[src/rtl/hs_inband_sched.sv]
// Inband command-ring scheduler: fetches pending descriptors over the read master,
// dispatches them to one of four port engines and writes the consumer index back.
module hs_inband_sched #(
    parameter int C_DESC_WORDS   = 8,
    parameter int C_RING_ENTRIES = 256
) (
    input  logic        sys_clk,
    input  logic        sys_rst,
    input  logic        ring_enable,
    input  logic [31:0] inband_base,
    input  logic [31:0] inband_cons_addr,
    input  logic [11:0] inband_prod_index,
    output logic [11:0] inband_cons_index,
    output logic        rd_req,
    output logic [31:0] rd_addr,
    input  logic        rd_ack,
    input  logic        rd_valid,
    input  logic [31:0] rd_data,
    input  logic        rd_last,
    output logic        wr_req,
    output logic [31:0] wr_addr,
    output logic [31:0] wr_data,
    input  logic        wr_ack,
    output logic [3:0]  desc_valid,
    output logic [31:0] desc_data,
    output logic        desc_last,
    input  logic [3:0]  desc_ready,
    output logic        sched_err,
    output logic [31:0] sched_state
);

    localparam int          IDX_W     = $clog2(C_RING_ENTRIES);
    localparam int          WORD_W    = $clog2(C_DESC_WORDS);
    localparam int          ADDR_SH   = WORD_W + 2;
    localparam logic [11:0] IDX_MASK  = 12'((1 << IDX_W) - 1);
    localparam logic [7:0]  LAST_WORD = 8'(C_DESC_WORDS - 1);

    typedef enum logic [2:0] {
        S_IDLE     = 3'd0,
        S_RD_REQ   = 3'd1,
        S_RD_DATA  = 3'd2,
        S_DISPATCH = 3'd3,
        S_WB_REQ   = 3'd4,
        S_DRAIN    = 3'd5
    } state_t;

    state_t      state_q, state_d;
    logic [7:0]  cnt_q, cnt_d;
    logic [11:0] cons_q, cons_d;
    logic        err_q, err_d;
    logic        bad_q, bad_d;
    logic        buf_we;
    logic [31:0] buf_q [C_DESC_WORDS];

    logic [1:0]  port;
    logic        port_ready;
    logic        pending;
    logic        word_ok;

    assign port       = buf_q[0][1:0];
    assign port_ready = desc_ready[port];
    assign pending    = (inband_prod_index & IDX_MASK) != cons_q;
    assign word_ok    = rd_last ? (cnt_q == LAST_WORD) : (cnt_q < LAST_WORD);

    // NOTE: sequential state uses non-blocking assignments so every flop samples
    // the pre-edge value of every other flop, independent of statement order.
    always_ff @(posedge sys_clk or posedge sys_rst) begin
        if (sys_rst) begin
            state_q <= S_IDLE;
            cnt_q   <= 8'd0;
            cons_q  <= 12'd0;
            err_q   <= 1'b0;
            bad_q   <= 1'b0;
        end else begin
            state_q <= state_d;
            cnt_q   <= cnt_d;
            cons_q  <= cons_d;
            err_q   <= err_d;
            bad_q   <= bad_d;
        end
    end

    // NOTE: the descriptor buffer has no reset; its contents are only read after
    // a full burst has overwritten them, so a reset would buy nothing.
    always_ff @(posedge sys_clk) begin
        if (buf_we) begin
            buf_q[cnt_q[WORD_W-1:0]] <= rd_data;
        end
    end

    // NOTE: every signal gets a default before the case so no path leaves one
    // unassigned, which would otherwise infer a latch.
    always_comb begin
        state_d = state_q;
        cnt_d   = cnt_q;
        cons_d  = cons_q;
        err_d   = err_q;
        bad_d   = bad_q;
        buf_we  = 1'b0;
        case (state_q)
            S_IDLE: begin
                if (!ring_enable) begin
                    cons_d = 12'd0;
                end else if (pending) begin
                    state_d = S_RD_REQ;
                end
            end
            S_RD_REQ: begin
                cnt_d = 8'd0;
                bad_d = 1'b0;
                if (rd_ack) begin
                    state_d = S_RD_DATA;
                end
            end
            S_RD_DATA: begin
                if (rd_valid) begin
                    buf_we = (cnt_q <= LAST_WORD);
                    if (cnt_q != 8'hFF) begin
                        cnt_d = cnt_q + 8'd1;
                    end
                    if (!word_ok) begin
                        err_d = 1'b1;
                        bad_d = 1'b1;
                    end
                    // A malformed burst is absorbed to its end and then discarded.
                    if (rd_last) begin
                        if (!word_ok || bad_q) begin
                            state_d = S_IDLE;
                        end else if (!ring_enable) begin
                            state_d = S_DRAIN;
                        end else begin
                            state_d = S_DISPATCH;
                            cnt_d   = 8'd0;
                        end
                    end
                end
            end
            S_DISPATCH: begin
                if (port_ready) begin
                    if (cnt_q == LAST_WORD) begin
                        state_d = S_WB_REQ;
                        cnt_d   = 8'd0;
                        cons_d  = (cons_q + 12'd1) & IDX_MASK;
                    end else begin
                        cnt_d = cnt_q + 8'd1;
                    end
                end
            end
            S_WB_REQ: begin
                if (wr_ack) begin
                    state_d = S_IDLE;
                end
            end
            S_DRAIN: begin
                state_d = S_IDLE;
            end
            default: begin
                state_d = S_IDLE;
            end
        endcase
    end

    always_comb begin
        rd_req     = 1'b0;
        rd_addr    = 32'd0;
        wr_req     = 1'b0;
        wr_addr    = 32'd0;
        wr_data    = 32'd0;
        desc_valid = 4'd0;
        desc_data  = 32'd0;
        desc_last  = 1'b0;
        case (state_q)
            S_RD_REQ: begin
                rd_req  = 1'b1;
                rd_addr = inband_base + (32'(cons_q) << ADDR_SH);
            end
            S_DISPATCH: begin
                desc_valid = 4'b0001 << port;
                desc_data  = buf_q[cnt_q[WORD_W-1:0]];
                desc_last  = (cnt_q == LAST_WORD);
            end
            S_WB_REQ: begin
                wr_req  = 1'b1;
                wr_addr = inband_cons_addr;
                wr_data = {20'd0, cons_q};
            end
            default: begin
            end
        endcase
    end

    assign inband_cons_index = cons_q;
    assign sched_err         = err_q;
    assign sched_state       = {cons_q, 4'b0000, cnt_q, 5'b00000, state_q};

endmodule

[config.mk]
export PLATFORM = sky130hd
export DESIGN_NAME = hs_inband_sched
export DESIGN_NICKNAME = d
export VERILOG_FILES = /design/src/rtl/hs_inband_sched.sv
export SDC_FILE = /design/constraint.sdc
export NUM_CORES = 1
export LEC_CHECK = 0
export ABC_AREA = 1
export CAP_MARGIN = 20
export CORE_MARGIN = 4
export CORE_UTILIZATION = 46
export DETAILED_ROUTE_END_ITERATION = 10
export PLACE_DENSITY_LB_ADDON = 0.08
export SETUP_SLACK_MARGIN = 0.02
export SYNTH_ARGS = -nofsm -noshare
export SYNTH_HDL_FRONTEND = slang
export SYNTH_SLANG_ARGS = --single-unit
[constraint.sdc]
create_clock -name sys_clk -period 4.3 [get_ports sys_clk]
set_input_delay 0.645 -clock sys_clk [delete_from_list [all_inputs] [get_ports sys_clk]]
set_output_delay 0.645 -clock sys_clk [all_outputs]
set_load 0.01 [all_outputs]
==> impl_metrics.json <==
{
  "syn_inst": 1367,
  "fin_crit_ns": 3.96,
  "die_w_um": 179,
  "grt_first_pass_wirelength_um": 55700,
  "cts_hold_buf": 0,
  "met3_usage": 0.0354,
  "clock_latency_ns": 0.55,
  "final_hold_viol_count": 0,
  "via_per_inst": 5.13,
  "numCtsBuffers": 29,
  "cts-htree-levels": 1,
  "core-area_sq_mm": 0.0287,
  "seq_area_frac_synth": 0.612,
  "cp_max_fo": 13,
  "cts_tree": "done",
  "worst-setup-path-type": "flip-flop to output port",
  "die_h_um": 179,
  "finalWeightedCongestion": 0.910,
  "total_power_mw": 7.71,
  "start_kind": "flip-flop",
  "post-dp-hpwl_um": 25700,
  "hp-class": "flip-flop to flip-flop",
  "leakage_nw": 6.68,
  "synth.distinct_cells": 43,
  "finalSetupViolations": 0,
  "tns_ns": 0,
  "netlist_area_sq_mm": 0.0134,
  "ant_nets": 0,
  "relSlewSlack": 0.383,
  "start_util": 0.467,
  "synth_area_per_cell_sq_um": 9.81,
  "cp.required_ns": 3.65,
  "vias": 10428,
  "slew_viol_final": 0,
  "busiest_layer": "met2",
  "power.density_mw_per_mm2": 447,
  "synth_edf_count": 256,
  "yosysWarnings": 0,
  "cts_root_buf": "clkbuf_16",
  "drt-total-wl_um": 37200,
  "overflow": 0,
  "track_usage": 0.226,
  "grt_pass1_vias": 9860,
  "maxCapViolCount": 0,
  "skew_ns": 0.0277,
  "drive_gt1_frac": 0.0632,
  "post_cts_buffers": 0,
  "synth.area.top_cells": "edfxtp_1 57%, nand2_1 8.1%, inv_1 4.3%",
  "grt_max_degree": 44,
  "yosysTopAreaCellShare": 0.573,
  "use_met1": 0.293,
  "period_share": 0.921,
  "drc": 0,
  "clk_pin_slew_worst_paths_ns": 0.06,
  "antenna_found_initial": 1,
  "layout.nets": 1752,
  "netlist_top_cells_count": "291 x nand2_1, 256 x edfxtp_1, 155 x inv_1",
  "met2_usage": 0.399,
  "clock_sinks": 277,
  "dr.pass1.iters": 5,
  "irDropWorstVdd_v": 0.000351,
  "crit_path_end_kind": "output port",
  "io_buffer_count": 253,
  "drt_iter0_drc": 735,
  "rsz0062_at_grt": "no",
  "wl_per_cell_um": 18.3,
  "arrival_ns": 3.31,
  "ys_ff_latch": 277,
  "synth_area_leader_cell": "edfxtp_1",
  "status": "finished, final reports clean",
  "tightest_slew_ns": 0.924,
  "synth_most_common_cell": "nand2_1",
  "fmax_mhz": 253,
  "ctsLongestPathBuffers": 3,
  "dieArea_sq_mm": 0.0320,
  "std_cell_rows": 62,
  "ios": 299,
  "async_flop_share": 0.0758,
  "area_growth_pct": 28.5,
  "synthFlopType": "edfxtp_1"
}
-- power by group --
part	total [mW]	switching, mW	internal [mW]
sequential	3.16	0.113	3.05
combinational	2.21	1.33	0.880
clock	2.34	0.991	1.35
-- registers in the layout (all words and copies together) (netlist names) --
signal and cells:
buf_q 256, sched_err 1, inband_cons_index 8, bad_q 1, cnt_q 8, state_q 3
-- cells in the final DEF, fill, tap and decap left out, drive strengths merged, types with 4 or more instances in the layout --
cell	Yosys	routed
nand2	296	296
edfxtp	256	256
clkdlybuf4s50	0	253
inv	158	160
nor2	145	145
a21oi	99	99
nand3	95	95
o21ai	59	59
conb	1	41
buf	87	38
nand4	35	35
clkbuf	20	34
dfrtp	21	21
clkinv	1	16
nor3	15	15
a41oi	12	12
o2111ai	11	11
xor2	10	10
ha	10	10
o21a	8	8
o22ai	7	7
a31oi	4	4
-- worst max-delay path, cell delays in order, from the launching register on --
cell,delay (ns)
dfrtp_1,0.80
nand3_1,0.55
buf_4,0.38
nor2_1,0.10
a21oi_1,0.07
a41oi_1,0.26
clkdlybuf4s50_1,0.59
-- final timing paths --
check	endpoint	cells past startpoint	slack (ns)	start
max	desc_data[15]	6	0.34	cnt_q[1]
max in group asynchronous	cnt_q[0]	2	3.09	sys_rst
min in group asynchronous	cnt_q[5]	2	0.58	sys_rst
min	sched_err	2	0.47	sched_err
min reg2reg	sched_err	2	0.47	sched_err
max reg2reg	buf_q[5][25]	7	1.30	state_q[2]
-- layer usage --
layer  vias up  share of wire
met1      4947           0.42
met3        55          0.065
li1       5089              -
met2       337           0.49
met4         0          0.023
met5         -              0
-- cell families (layout without fill, tap and decap cells) --
kind of cell / after synthesis / after routing / share of synthesized area
simple gates: 593 / 593 / 0.189
xor+xnor: 11 / 11 / 0.00718
buf+inv: 266 / 504 / 0.0919
compound gates: 208 / 208 / 0.0886
flops: 277 / 277 / 0.612
fa+ha+maj: 11 / 11 / 0.0108
other cells: 1 / 43 / 0.000280
-- stage by stage --
step                      cells  area [sq um]  hold slack [ns]  utilization  worst slack [ns]
after floorplan            1407         13600            0.500            -              1.03
after global placement     1975         16300            0.449        0.569             0.566
after detailed placement   1975         16300            0.460        0.569             0.536
after CTS                  2029         17200            0.477        0.600             0.277
after global routing       2030         17200            0.528        0.600             0.141
final                      2031         17200            0.473        0.600             0.341
-- what timing repair did --
| item | in CTS | in global routing |
|---|---|---|
| setup endpoints to repair | 1 | 0 |
| hold endpoints to repair | 0 | 0 |
| resized for setup | 1 | 0 |
-- final cells by class --
type	count	area, sq um
diodes	2	5.00
clock buffers	34	744
clock inverters	20	148
fillers	2422	11500
inverters	159	598
multi-input cells	864	4200
flip-flops and latches	277	8220
well taps	384	480
repair buffers	291	2840
(Power assumes the default switching activity.)
